[src/rtl/hist_eq_frame_ctrl_if.sv]
// Control/status bundle between the frame sequencer and its host.
// The host side uses master, the sequencer uses slave.
interface hist_eq_frame_ctrl_if #(
  parameter int FRAME_CNT_W = 16
);
  logic                   i_start;
  logic                   i_continuous;
  logic                   i_bypass;
  logic                   i_abort;
  logic                   i_pixel_valid;
  logic                   o_rd_image;
  logic                   o_clear_hist;
  logic                   o_start_hist;
  logic                   o_start_mapping;
  logic                   o_map_bypass;
  logic                   o_done;
  logic                   o_busy;
  logic                   o_timeout;
  logic [2:0]             o_state;
  logic [FRAME_CNT_W-1:0] o_frame_count;

  modport master (
    output i_start, i_continuous, i_bypass, i_abort, i_pixel_valid,
    input  o_rd_image, o_clear_hist, o_start_hist, o_start_mapping, o_map_bypass,
    input  o_done, o_busy, o_timeout, o_state, o_frame_count
  );

  modport slave (
    input  i_start, i_continuous, i_bypass, i_abort, i_pixel_valid,
    output o_rd_image, o_clear_hist, o_start_hist, o_start_mapping, o_map_bypass,
    output o_done, o_busy, o_timeout, o_state, o_frame_count
  );
endinterface

[src/rtl/hist_eq_frame_ctrl.sv]
// Histogram-equalisation frame sequencer: clear, accumulate, CDF wait, map; outputs registered (1 cycle).
// No backpressure: pixels are counted only when i_pixel_valid is high; a watchdog aborts stalled streams.
module hist_eq_frame_ctrl #(
  parameter int IMG_WIDTH      = 640,
  parameter int IMG_HEIGHT     = 480,
  parameter int CDF_CYCLES     = 256,
  parameter int TIMEOUT_CYCLES = 0,
  parameter int FRAME_CNT_W    = 16
) (
  input  logic                 i_clk,
  input  logic                 i_reset,
  hist_eq_frame_ctrl_if.slave  bus
);

  localparam int PIXELS = IMG_WIDTH * IMG_HEIGHT;
  localparam int CNT_W  = $clog2(PIXELS + 1);
  localparam int DLY_W  = $clog2(CDF_CYCLES + 1);
  localparam int TO_W   = (TIMEOUT_CYCLES > 0) ? $clog2(TIMEOUT_CYCLES + 1) : 1;

  localparam logic [CNT_W-1:0] PIX_LAST = CNT_W'(PIXELS - 1);
  localparam logic [DLY_W-1:0] DLY_LAST = DLY_W'(CDF_CYCLES - 1);
  localparam logic [TO_W-1:0]  WD_LAST  = TO_W'((TIMEOUT_CYCLES > 0) ? TIMEOUT_CYCLES - 1 : 0);

  typedef enum logic [2:0] {
    S_IDLE  = 3'd0,
    S_CLEAR = 3'd1,
    S_ACCUM = 3'd2,
    S_CDF   = 3'd3,
    S_MAP   = 3'd4,
    S_DONE  = 3'd5
  } state_t;

  state_t                 state_q, state_d;
  logic [CNT_W-1:0]       pix_q, pix_d;
  logic [DLY_W-1:0]       dly_q, dly_d;
  logic [TO_W-1:0]        wd_q, wd_d;
  logic                   byp_q, byp_d, cont_q, cont_d;
  logic                   rd_q, rd_d, clr_q, clr_d, sh_q, sh_d;
  logic                   sm_q, sm_d, mb_q, mb_d, done_q, done_d, to_q, to_d;
  logic [FRAME_CNT_W-1:0] fc_q, fc_d;
  logic                   wd_trip;

  always_ff @(posedge i_clk) begin
    if (i_reset) begin
      state_q <= S_IDLE;
      pix_q   <= '0;
      dly_q   <= '0;
      wd_q    <= '0;
      byp_q   <= 1'b0;
      cont_q  <= 1'b0;
      rd_q    <= 1'b0;
      clr_q   <= 1'b0;
      sh_q    <= 1'b0;
      sm_q    <= 1'b0;
      mb_q    <= 1'b0;
      done_q  <= 1'b0;
      to_q    <= 1'b0;
      fc_q    <= '0;
    end else begin
      state_q <= state_d;
      pix_q   <= pix_d;
      dly_q   <= dly_d;
      wd_q    <= wd_d;
      byp_q   <= byp_d;
      cont_q  <= cont_d;
      rd_q    <= rd_d;
      clr_q   <= clr_d;
      sh_q    <= sh_d;
      sm_q    <= sm_d;
      mb_q    <= mb_d;
      done_q  <= done_d;
      to_q    <= to_d;
      fc_q    <= fc_d;
    end
  end

  always_comb begin
    state_d = state_q;
    pix_d   = pix_q;
    dly_d   = dly_q;
    wd_d    = wd_q;
    byp_d   = byp_q;
    cont_d  = cont_q;
    rd_d    = rd_q;
    clr_d   = clr_q;
    sh_d    = sh_q;
    sm_d    = sm_q;
    mb_d    = mb_q;
    done_d  = done_q;
    to_d    = to_q;
    fc_d    = fc_q;
    wd_trip = 1'b0;

    case (state_q)
      S_IDLE: begin
        if (bus.i_start) begin
          state_d = S_CLEAR;
          clr_d   = 1'b1;
          to_d    = 1'b0;
          byp_d   = bus.i_bypass;
          cont_d  = bus.i_continuous;
        end
      end
      S_CLEAR: begin
        clr_d = 1'b0;
        rd_d  = 1'b1;
        if (byp_q) begin
          state_d = S_MAP;
          mb_d    = 1'b1;
        end else begin
          state_d = S_ACCUM;
        end
      end
      S_ACCUM: begin
        if (bus.i_pixel_valid) begin
          if (pix_q == PIX_LAST) begin
            pix_d   = '0;
            rd_d    = 1'b0;
            sh_d    = 1'b1;
            state_d = S_CDF;
          end else begin
            pix_d = pix_q + 1'b1;
          end
        end
      end
      S_CDF: begin
        sh_d = 1'b0;
        if (dly_q == DLY_LAST) begin
          dly_d   = '0;
          sm_d    = 1'b1;
          rd_d    = 1'b1;
          state_d = S_MAP;
        end else begin
          dly_d = dly_q + 1'b1;
        end
      end
      S_MAP: begin
        if (bus.i_pixel_valid) begin
          if (pix_q == PIX_LAST) begin
            pix_d   = '0;
            rd_d    = 1'b0;
            sm_d    = 1'b0;
            mb_d    = 1'b0;
            done_d  = 1'b1;
            fc_d    = fc_q + 1'b1;
            state_d = S_DONE;
          end else begin
            pix_d = pix_q + 1'b1;
          end
        end
      end
      S_DONE: begin
        if (!bus.i_start) begin
          done_d  = 1'b0;
          state_d = S_IDLE;
        end else if (cont_q) begin
          done_d  = 1'b0;
          clr_d   = 1'b1;
          byp_d   = bus.i_bypass;
          cont_d  = bus.i_continuous;
          state_d = S_CLEAR;
        end
      end
      default: state_d = S_IDLE;
    endcase

    // Stall watchdog: only streaming states count, a valid pixel restarts it.
    if (TIMEOUT_CYCLES > 0 && (state_q == S_ACCUM || state_q == S_MAP)) begin
      if (bus.i_pixel_valid) begin
        wd_d = '0;
      end else if (wd_q == WD_LAST) begin
        wd_trip = 1'b1;
        to_d    = 1'b1;
      end else begin
        wd_d = wd_q + 1'b1;
      end
    end else begin
      wd_d = '0;
    end

    // Abort overrides every transition above, including the frame-count bump.
    if (state_q != S_IDLE && (bus.i_abort || wd_trip)) begin
      state_d = S_IDLE;
      pix_d   = '0;
      dly_d   = '0;
      wd_d    = '0;
      rd_d    = 1'b0;
      clr_d   = 1'b0;
      sh_d    = 1'b0;
      sm_d    = 1'b0;
      mb_d    = 1'b0;
      done_d  = 1'b0;
      fc_d    = fc_q;
    end
  end

  assign bus.o_rd_image      = rd_q;
  assign bus.o_clear_hist    = clr_q;
  assign bus.o_start_hist    = sh_q;
  assign bus.o_start_mapping = sm_q;
  assign bus.o_map_bypass    = mb_q;
  assign bus.o_done          = done_q;
  assign bus.o_timeout       = to_q;
  assign bus.o_frame_count   = fc_q;
  assign bus.o_busy          = (state_q != S_IDLE);
  assign bus.o_state         = state_q;

endmodule

[src/flat_wrapper.sv]
// flat-port wrapper written by rule: the top's interface ports become plain ports
module hist_eq_frame_ctrl_flat 
#(
  parameter int IMG_WIDTH      = 640,
  parameter int IMG_HEIGHT     = 480,
  parameter int CDF_CYCLES     = 256,
  parameter int TIMEOUT_CYCLES = 0,
  parameter int FRAME_CNT_W    = 16
)
  (i_clk, i_reset, bus_i_start, bus_i_continuous, bus_i_bypass, bus_i_abort, bus_i_pixel_valid, bus_o_rd_image, bus_o_clear_hist, bus_o_start_hist, bus_o_start_mapping, bus_o_map_bypass, bus_o_done, bus_o_busy, bus_o_timeout, bus_o_state, bus_o_frame_count);
  hist_eq_frame_ctrl_if #(.FRAME_CNT_W(FRAME_CNT_W)) bus_i ();
  input  logic i_clk;
  input  logic i_reset;
  input wire logic [$bits(bus_i.i_start)-1:0] bus_i_start;
  input wire logic [$bits(bus_i.i_continuous)-1:0] bus_i_continuous;
  input wire logic [$bits(bus_i.i_bypass)-1:0] bus_i_bypass;
  input wire logic [$bits(bus_i.i_abort)-1:0] bus_i_abort;
  input wire logic [$bits(bus_i.i_pixel_valid)-1:0] bus_i_pixel_valid;
  output wire logic [$bits(bus_i.o_rd_image)-1:0] bus_o_rd_image;
  output wire logic [$bits(bus_i.o_clear_hist)-1:0] bus_o_clear_hist;
  output wire logic [$bits(bus_i.o_start_hist)-1:0] bus_o_start_hist;
  output wire logic [$bits(bus_i.o_start_mapping)-1:0] bus_o_start_mapping;
  output wire logic [$bits(bus_i.o_map_bypass)-1:0] bus_o_map_bypass;
  output wire logic [$bits(bus_i.o_done)-1:0] bus_o_done;
  output wire logic [$bits(bus_i.o_busy)-1:0] bus_o_busy;
  output wire logic [$bits(bus_i.o_timeout)-1:0] bus_o_timeout;
  output wire logic [$bits(bus_i.o_state)-1:0] bus_o_state;
  output wire logic [$bits(bus_i.o_frame_count)-1:0] bus_o_frame_count;
  assign bus_i.i_start = bus_i_start;
  assign bus_i.i_continuous = bus_i_continuous;
  assign bus_i.i_bypass = bus_i_bypass;
  assign bus_i.i_abort = bus_i_abort;
  assign bus_i.i_pixel_valid = bus_i_pixel_valid;
  assign bus_o_rd_image = bus_i.o_rd_image;
  assign bus_o_clear_hist = bus_i.o_clear_hist;
  assign bus_o_start_hist = bus_i.o_start_hist;
  assign bus_o_start_mapping = bus_i.o_start_mapping;
  assign bus_o_map_bypass = bus_i.o_map_bypass;
  assign bus_o_done = bus_i.o_done;
  assign bus_o_busy = bus_i.o_busy;
  assign bus_o_timeout = bus_i.o_timeout;
  assign bus_o_state = bus_i.o_state;
  assign bus_o_frame_count = bus_i.o_frame_count;
  hist_eq_frame_ctrl #(.IMG_WIDTH(IMG_WIDTH), .IMG_HEIGHT(IMG_HEIGHT), .CDF_CYCLES(CDF_CYCLES), .TIMEOUT_CYCLES(TIMEOUT_CYCLES), .FRAME_CNT_W(FRAME_CNT_W)) u_core (.i_clk(i_clk), .i_reset(i_reset), .bus(bus_i));
endmodule
[config.mk]
export PLATFORM = sky130hd
export DESIGN_NAME = hist_eq_frame_ctrl_flat
export DESIGN_NICKNAME = d
export VERILOG_FILES = /design/src/rtl/hist_eq_frame_ctrl_if.sv /design/src/rtl/hist_eq_frame_ctrl.sv /design/src/flat_wrapper.sv
export SDC_FILE = /design/constraint.sdc
export NUM_CORES = 1
export LEC_CHECK = 0
export CORE_MARGIN = 5
export CORE_UTILIZATION = 32
export DETAILED_ROUTE_END_ITERATION = 12
export GPL_TIMING_DRIVEN = 0
export HOLD_SLACK_MARGIN = 0.02
export PLACE_DENSITY = 0.6
export SYNTH_ARGS = -nofsm -noshare
export SYNTH_HDL_FRONTEND = slang
export SYNTH_SLANG_ARGS = --single-unit
[constraint.sdc]
create_clock -name i_clk -period 2.6 [get_ports i_clk]
set_input_delay 0.26 -clock i_clk [delete_from_list [all_inputs] [get_ports i_clk]]
set_output_delay 0.26 -clock i_clk [all_outputs]
set_load 0.02 [all_outputs]
# ---- Yosys cells after proc, flatten, opt, wreduce, memory -nomap -nowiden
# Cells that the tools add are included.
# Widths: inputs -> output; s select.
dict set report classes {
  eq_ne 19
  add_sub_neg 3
  n_reduce_logical 23
  bitwise 1
  mux 37
}
# op n
set op_table {}
lappend op_table {{$reduce_and 4->1} 7}
lappend op_table {{$mux 3} 9}
lappend op_table {{$add 19x1->19 const B} 1}
lappend op_table {{$eq 19x19->1 const B} 1}
lappend op_table {{$mux 19} 1}
lappend op_table {{$pmux 3 s6} 1}
lappend op_table {{$mux 1} 17}
lappend op_table {{$add 16x1->16 const B} 1}
lappend op_table {{$ne 2x1->1 const B} 7}
lappend op_table {{$pmux 1 s2} 6}
lappend op_table {{$reduce_bool 2->1} 5}
lappend op_table {{$add 9x1->9 const B} 1}
lappend op_table {{$eq 9x8->1 const B} 1}
lappend op_table {{$mux 9} 1}
lappend op_table {{$reduce_bool 3->1} 3}
lappend op_table {{$ne 2x2->1 const B} 4}
lappend op_table {{$reduce_and 7->1} 1}
lappend op_table {{$eq 3x2->1 const B} 2}
lappend op_table {{$eq 3x3->1 const B} 2}
lappend op_table {{$pmux 1 s3} 2}
lappend op_table {{$reduce_and 3->1} 2}
lappend op_table {{$reduce_or 2->1} 2}
lappend op_table {{$eq 3x1->1 const B} 1}
lappend op_table {{$logic_not 3->1} 1}
lappend op_table {{4 further kinds} 4}
dict set report totals {
  in_bits 7
  output_inout_bits 27
  elab_cells 95
  reg_bits 55
}

# ---- Depth between registers and ports, before layout
# Gate-level depths: netlist of the first run.
dict set report depth {
  ltp_word 4
  ltp_mapped 8
  depth_no_buf 6
}

# ---- Worst setup path after synthesis of the first run
# Ideal clock, no wire load.
dict set report synth_timing {
  kind {register to register}
  start {register u_core.state_q[1] (netlist: u_core.bus.o_state[1])}
  end {register u_core.fc_q[7] (netlist: u_core.bus.o_frame_count[7])}
  period_less_slack_ns 2.064
  t_required_ns 2.530
  n_path_buf 2
  path_slack_ns 0.536
  setup_ns 0.070
  path_stages_with_launch 8
  arrival_time_ns 1.993
  cell_sequence {dfxtp_1 buf_2 nor3b_1 nand4b_1 or3_1 clkbuf_1 or3_1 a21oi_1}
}
dict set report synth_between {
  elab_chain_len 4
  word_cells_on_any_way 5
  cone_classes {1 x eq/ne; 1 x bitwise; 3 x reduce/logical}
}
# item line
set synth_rtl {}
lappend synth_rtl {{start: declaration} hist_eq_frame_ctrl.sv:33} ;# state_t state_q, state_d;
lappend synth_rtl {{start signal: assignment} hist_eq_frame_ctrl.sv:60} ;# state_q <= state_d;
lappend synth_rtl {{$reduce_bool 3->1} hist_eq_frame_ctrl.sv:182} ;# if (state_q != S_IDLE && (bus.i_abort || wd_trip)) begin
lappend synth_rtl {{$logic_and 1x1->1} hist_eq_frame_ctrl.sv:182}
lappend synth_rtl {{$not 1->1 (no source line)} n/a}
lappend synth_rtl {{$reduce_and 4->1 (no source line) (*)} n/a}
lappend synth_rtl {{end signal: assignment} hist_eq_frame_ctrl.sv:58} ;# fc_q <= '0;
lappend synth_rtl {{end signal: assignment} hist_eq_frame_ctrl.sv:73} ;# fc_q <= fc_d;
lappend synth_rtl {{end: declaration} hist_eq_frame_ctrl.sv:40} ;# logic [FRAME_CNT_W-1:0] fc_q, fc_d;
# Every way passes the cells marked *; elsewhere a longest branch is shown, timed or not.
# A chain may end at the register's enable or synchronous reset.

# ---- Worst setup path in the final report of the first run
# Same ends and word-level chain as after synthesis.

==> run summary, run 1 <==
Status = finished clean
Die footprint = 10100 um^2
Gate power share = 27.3%
Clock period minus worst slack = 2350 ps
First-pass GRT wire length = 9570 um
Clock skew = 4.59 ps
Congestion Overflow GR = 0
P_leak = 1.05 nW
CP most frequent cell = or3_1
Critical Path RT = 2840 ps
Core area = 8130 um^2
Final core utilization = 39.1%
Floorplan die height = 101 um
Critical Path Start Type = flip-flop
Initial Util = 32.4%
Reg2reg setup slack = 250 ps
Die width = 101 um
TritonCTS Sinks = 55
Asr flop ratio synth = 0%
Initial antenna violation count = 0
Vias in the first global route = 2061
Net switching power = 0.000646 W
Max VDD drop = 0.304 mV
Clock Tree Buf Depth = 2
Crit-path cells = buf_2, nor3b_1, nand4b_1, or3_1, clkbuf_1, or3_1, a21oi_1
Ratio of cells with drive above 1 in the final layout = 5.95%
Final Max Tran Viols = 0
Synth cell types = 44
Io pins = 34
Main synth FF type = dfxtp_1
Syn Std Cell Area = 2640 um^2
R2R Path End = u_core.bus.o_frame_count[7]$_SDFFE_PP0P_
Final Hold Viols = 0
Detailed placement HPWL = 4330 um
N_diodes = 0
CTS clk-pin slew, worst paths = 90 ps
Sequential share of power = 45.5%
PD cells = 636 nW/um^2
Synth warn = 0
Number of cells on the critical path = 7
Mean Syn Cell Area = 8.37 um^2
Sequential share of the synthesized area = 41.8%
Vias per inst = 4.98
Clock power frac = 27.2%
CTS buffer count = 5
Buffers & Inverters on Critical Path = 2
TNS Setup = 0 ps
Cell count after synthesis = 315
EDFF count, synth = 0
Peak fanout along the critical path = 10
Least-Margin Pin Slew = 770 ps
WP data arrival = 2600 ps
Final nets = 363
Total power = 0.00202 W
Final setup violation count = 0
Clock H-tree levels = 2
Sw frac = 32.0%
FP Rows = 33
Max_cap viols = 0
Setup crit start = u_core.bus.o_state[1]$_SDFFE_PP0P_
Clk root buf = clkbuf_8
Routed Wire Length = 5870 um
GP Congestion = 0.860
Fmax = 425 MHz
Number of DRC markers in iteration 0 = 65
Power Internal = 0.00138 W
CTS tree = done
Crit path largest cell delay = 390 ps
Syn nets = 325
Tcrit/Tclk final = 90.5%
Area Overhead vs Synth = 20.7%
First-pass iteration count of the detailed router = 4
R2R cell count = 7
CP Capture Type = flip-flop
WL per Instance = 12.8 um
Largest net degree at the start of global routing = 16
IO buf count = 31
Post-route ant nets = 0
Via Count = 2282
Fin Hold WS = 437 ps
Critical Path End = u_core.bus.o_frame_count[7]$_SDFFE_PP0P_
Number of synthesized register bits = 55
Worst r2r src = u_core.bus.o_state[1]$_SDFFE_PP0P_
Residual DRC = 0
Slew margin rel. = 48.5%
Slowest-stage cell, CP = nor3b_1
Class of the worst hold path = reg2reg
All-Layer GR Usage = 11.5%
WS Path Type = reg2reg
Clock Latency Late Sink = 310 ps
CP top delay family = simple AND/OR/NAND/NOR gates
RSZ-0062 raised after global routing = false
[final cells by class]
| cell class | instances | area, um^2 |
|---|---|---|
| Buffer | 16 | 75.1 |
| Clock buffer | 6 | 72.6 |
| Inverter | 7 | 26.3 |
| Tap cell | 105 | 131 |
| Sequential cell | 55 | 1100 |
| Fill cell | 855 | 4950 |
| Timing Repair Buffer | 31 | 310 |
| Clock inverter | 1 | 30.0 |
| Multi-Input combinational cell | 237 | 1430 |
[layer usage]
layer	GRT usage (%)	share of wire (%)
met4	3.52	1.4
met3	2.63	4.5
met1	15.9	51
met2	17.7	43
met5	0	0
[layout by cell type, fill, tap and decap left out, types with 2 or more instances in the layout]
| cell | Yosys | routed |
|---|---|---|
| or2_2 | 2 | 2 |
| nor2_1 | 53 | 53 |
| a31oi_1 | 4 | 4 |
| and3_2 | 2 | 2 |
| nor4_1 | 6 | 6 |
| ha_1 | 3 | 3 |
| mux2i_1 | 2 | 2 |
| and3b_1 | 2 | 2 |
| nand4b_1 | 4 | 4 |
| nor2b_1 | 2 | 2 |
| and3_1 | 2 | 2 |
| o31ai_1 | 3 | 3 |
| xor2_1 | 15 | 15 |
| clkbuf_1 | 12 | 12 |
| xnor2_1 | 19 | 19 |
| a21o_1 | 2 | 2 |
| buf_2 | 2 | 2 |
| clkbuf_8 | 0 | 5 |
| a21oi_1 | 17 | 17 |
| nor3_1 | 6 | 6 |
| or3_1 | 8 | 8 |
| dfxtp_1 | 55 | 55 |
| nand3_1 | 14 | 14 |
| clkdlybuf4s50_1 | 0 | 31 |
| and4_1 | 5 | 5 |
| nand3b_1 | 2 | 2 |
| o21ai_0 | 14 | 14 |
| inv_1 | 7 | 7 |
| nor3b_1 | 5 | 5 |
| nand4_1 | 8 | 8 |
| nand2_1 | 24 | 24 |
[synth_stat cells, types with 2 or more instances]
cell type	count	area, um^2
dfxtp_1	55	1100
nor2_1	53	199
nand2_1	24	90.1
xnor2_1	19	166
a21oi_1	17	85.1
xor2_1	15	131
nand3_1	14	70.1
o21ai_0	14	70.1
clkbuf_1	12	45.0
nand4_1	8	50.1
or3_1	8	50.1
inv_1	7	26.3
nor3_1	6	30.0
nor4_1	6	37.5
and4_1	5	43.8
nor3b_1	5	37.5
a31oi_1	4	25.0
nand4b_1	4	35.0
ha_1	3	37.5
o31ai_1	3	22.5
a21o_1	2	15.0
and3_1	2	12.5
and3_2	2	15.0
and3b_1	2	17.5
buf_2	2	10.0
mux2i_1	2	20.0
nand3b_1	2	15.0
nor2b_1	2	12.5
or2_2	2	12.5
[power groups by stage]
stage / Combinational [W] / Clock [W] / Sequential [W]
after global routing: 0.000609 / 0.000593 / 0.000925
after CTS: 0.000552 / 0.000574 / 0.000920
after global placement: 0.000551 / 0 / 0.000938
after detailed placement: 0.000549 / 0 / 0.000939
final: 0.000553 / 0.000549 / 0.000920
after floorplan: 0.000332 / 0 / 0.000967
[cell families (layout without fill, tap and decap cells)]
group	count (synthesis)	count (layout)	share of synthesized area, %
multiplexers	2	2	0.760
flip-flops	55	55	41.8
AO/OA/AOI/OAI	43	43	9.31
buffers and inverters	23	61	3.80
AND/OR/NAND/NOR	154	154	31.5
XOR/XNOR	34	34	11.3
adder cells (fa/ha/maj)	3	3	1.42
other	1	1	0.142
[sequential cells by signal, indices dropped and copies added, names as in the netlist, 3 cells and up]
signal and cells:
u_core.dly_q 9, u_core.pix_q 19, u_core.bus.o_frame_count 16, u_core.bus.o_state 3
[timing repair]
action	CTS	global route
buffers inserted	0	0
endpoints found under the setup margin	0	10
resized for setup	0	2
hold buffers	0	0
[through the flow]
stage	setup slack [ps]	area (um^2)	cells
2_1_floorplan	536	2640	315
3_3_place_gp	-4.00	3080	451
3_5_place_dp	-3.75	3080	451
4_1_cts	203	3180	458
5_1_grt	3.35	3180	458
6_report	247	3180	458
[worst min-delay path by stage]
stage                                  from                      endpoint  slack [ps]  depth (start not counted)
6_report       u_core.dly_q[8]$_SDFFE_PP0N_  u_core.dly_q[8]$_SDFFE_PP0N_         440                          2
4_1_cts        u_core.dly_q[8]$_SDFFE_PP0N_  u_core.dly_q[8]$_SDFFE_PP0N_         440                          2
3_3_place_gp   u_core.dly_q[8]$_SDFFE_PP0N_  u_core.dly_q[8]$_SDFFE_PP0N_         420                          2
2_1_floorplan                  bus_i_bypass     u_core.byp_q$_SDFFE_PP0P_         410                          2
5_1_grt        u_core.dly_q[8]$_SDFFE_PP0N_  u_core.dly_q[8]$_SDFFE_PP0N_         460                          2
3_5_place_dp   u_core.dly_q[8]$_SDFFE_PP0N_  u_core.dly_q[8]$_SDFFE_PP0N_         420                          2
[worst register-to-register path: stages, from the launching register on]
cell and delay, ps:
dfxtp_1 320, buf_2 180, nor3b_1 400, nand4b_1 310
or3_1 380, clkbuf_1 190, or3_1 380, a21oi_1 140
Power figures use the tool's default switching activity.
==> run 2: changes to the inputs <==
--- a/config.mk
+++ b/config.mk
@@ -5,12 +5,13 @@
 export SDC_FILE = /design/constraint.sdc
 export NUM_CORES = 1
 export LEC_CHECK = 0
+export ABC_AREA = 1
 export CORE_MARGIN = 5
 export CORE_UTILIZATION = 32
 export DETAILED_ROUTE_END_ITERATION = 12
 export GPL_TIMING_DRIVEN = 0
 export HOLD_SLACK_MARGIN = 0.02
-export PLACE_DENSITY = 0.6
+export PLACE_DENSITY = 0.59
 export SYNTH_ARGS = -nofsm -noshare
 export SYNTH_HDL_FRONTEND = slang
 export SYNTH_SLANG_ARGS = --single-unit
==> run summary, run 2 <==
Most frequent cells in the layout = nand2_1 (104), nor2_1 (85), dfxtp_1 (55)
Final setup violation count = 0
Detailed placement HPWL = 5550 um
Clock Latency Late Sink = 320 ps
Biggest register = u_core.pix_q
Initial Util = 32.8%
CP Capture Type = output port
Least-Margin Pin Slew = 519 ps
Vias per inst = 4.77
Via Count = 2984
First-pass GRT wire length = 12400 um
Fmax = 515 MHz
Synth warn = 0
Synth cell types = 30
Max_cap viols = 0
Most common cell in the netlist = nand2_1
Sequential share of power = 45.7%
Clock power frac = 24.3%
Status = finished clean
Max reg flops = 19
Io pins = 34
Cell count after synthesis = 457
EDFF count, synth = 0
TNS Setup = 0 ps
Residual DRC = 0
Syn Std Cell Area = 3030 um^2
Initial antenna violation count = 0
Sw frac = 36.0%
Top-area cell type share of the netlist area = 36.3%
Fillers = 974
Ratio of cells with drive above 1 in the final layout = 7.85%
Clock Tree Buf Depth = 2
Power Internal = 0.00131 W
WP data arrival = 1680 ps
WL per Instance = 11.6 um
CTS clk-pin slew, worst paths = 110 ps
Asr flop ratio synth = 0%
Class of the worst hold path = reg2reg
Post-CTS Hold Buffers = 0
Syn nets = 467
Routed Wire Length = 7230 um
Floorplan die height = 107 um
All-Layer GR Usage = 13.0%
Setup slack at placement = 630 ps
Number of synthesized register bits = 55
FP Rows = 35
Critical Path RT = 2340 ps
TritonCTS Sinks = 55
Clk root buf = clkbuf_8
Clock H-tree levels = 2
Top post-synthesis cells by count = nand2_1 (104), nor2_1 (85), dfxtp_1 (55)
Die width = 107 um
Top post-synthesis cells by area = dfxtp_1 (36%), nand2_1 (13%), nor2_1 (11%), nand3_1 (6.9%), inv_1 (5.3%)
Clock period minus worst slack = 1940 ps
Sequential share of the synthesized area = 36.3%
Total power = 0.00204 W
CTS tree = done
Largest net degree at the start of global routing = 19
Max VDD drop = 0.258 mV
RSZ-0062 raised after global routing = false
Clock skew = 20.8 ps
Final Hold Viols = 0
Number of DRC markers in iteration 0 = 133
Main synth FF type = dfxtp_1
IO buf count = 32
P_leak = 1.27 nW
Post-cts sizing count = 0
GP Congestion = 0.897
PD cells = 567 nW/um^2
Vias in the first global route = 2711
Mean Syn Cell Area = 6.63 um^2
Gate power share = 30.1%
Setup ws final = 657 ps
First-pass iteration count of the detailed router = 4
Core area = 9240 um^2
Congestion Overflow GR = 0
Reg area = 1100 um^2
Area Overhead vs Synth = 18.9%
Cell taking the most area after synthesis = dfxtp_1
Final nets = 506
Die footprint = 11500 um^2
Critical Path Start Type = flip-flop
WS Path Type = reg2out
Peak fanout along the critical path = 7
Post-route ant nets = 0
CTS buffer count = 5
Commonest non-fill, non-tap cell in the layout = nand2_1
Tcrit/Tclk final = 74.7%
Slew margin rel. = 65.4%
N_diodes = 0
Postcts setup bufs = 0
Multi-input logic area = 1690 um^2
Net switching power = 0.000735 W
Final Max Tran Viols = 0
==> run 2: kinds of logic after synthesis <==
logic type | synth area share [%]
and+or+nand+nor | 41.1
buffers and inverters | 7.89
DFF | 36.3
AOI/OAI and AO/OA | 9.25
xor gates and xnor gates | 4.05
adders and majority gates | 1.24
other | 0.124
==> run 2: area by class of cell <==
cell class | count | area share, %
timing repair buffer | 32 | 8.89
sequential | 55 | 30.6
inverter | 47 | 4.90
tap | 129 | 4.48
multi-input combinational | 347 | 46.9
buffer | 8 | 1.74
clock buffer | 5 | 1.91
clock inverter | 3 | 0.625
==> run 2: through the flow <==
stage / cells / util, % / area, um^2 / hold WS (ps)
after floorplan: 457 / - / 3030 / 329
after global placement: 618 / 38.0 / 3510 / 416
after detailed placement: 618 / 38.0 / 3510 / 422
after CTS: 626 / 39.0 / 3600 / 442
after global routing: 626 / 39.0 / 3600 / 465
final: 626 / 39.0 / 3600 / 436
==> run 2: per-layer routing <==
| layer | wire (um) | vias to the layer above | global-route usage, % |
|---|---|---|---|
| li1 | - | 1566 | - |
| met1 | 3520 | 1354 | 17.5 |
| met2 | 3320 | 57 | 21.1 |
| met3 | 317 | 7 | 2.58 |
| met4 | 80 | 0 | 3.29 |
| met5 | 0 | - | 0 |
==> run 2: path summary, 6_finish.rpt <==
| check | start | endpoint | slack (ps) | depth (start not counted) |
|---|---|---|---|---|
| setup / recovery | u_core.bus.o_state[0]$_SDFFE_PP0P_ | bus_o_busy | 660 | 3 |
| hold / removal | u_core.dly_q[7]$_SDFFE_PP0N_ | u_core.dly_q[8]$_SDFFE_PP0N_ | 440 | 1 |
| setup reg to reg | u_core.pix_q[0]$_SDFFE_PP0P_ | u_core.bus.o_frame_count[15]$_SDFFE_PP0P_ | 800 | 8 |
| hold reg to reg | u_core.dly_q[7]$_SDFFE_PP0N_ | u_core.dly_q[8]$_SDFFE_PP0N_ | 440 | 1 |
==> run 2: power by group through the flow <==
stage	combinational (W)	clock [W]	sequential [W]
5_1_grt	0.000695	0.000553	0.000940
6_report	0.000614	0.000496	0.000934
2_1_floorplan	0.000398	0	0.000980
3_5_place_dp	0.000614	0	0.000952
4_1_cts	0.000617	0.000518	0.000933
3_3_place_gp	0.000612	0	0.000952
==> run 2: critical path, stage by stage, from the launching register on <==
cell and delay, ps:
dfxtp_1 520, nor2_4 80, nand2_2 130, clkdlybuf4s50_1 630
==> run 3: changes to the inputs <==
==> constraint.sdc (replaced) <==
create_clock -name i_clk -period 2.03 [get_ports i_clk]
set_input_delay 0.203 -clock i_clk [delete_from_list [all_inputs] [get_ports i_clk]]
set_output_delay 0.203 -clock i_clk [all_outputs]
set_load 0.02 [all_outputs]
==> results of run 3 <==
The final DEF is identical to that of run 2. Status: finished clean.
Among the figures that moved: setup slack after placement 630 ps -> 117 ps; setup slack after layout 657 ps -> 144 ps; register-to-register setup slack 800 ps -> 230 ps; total power 0.00204 W -> 0.00262 W; worst IR drop on VDD 0.258 mV -> 0.331 mV
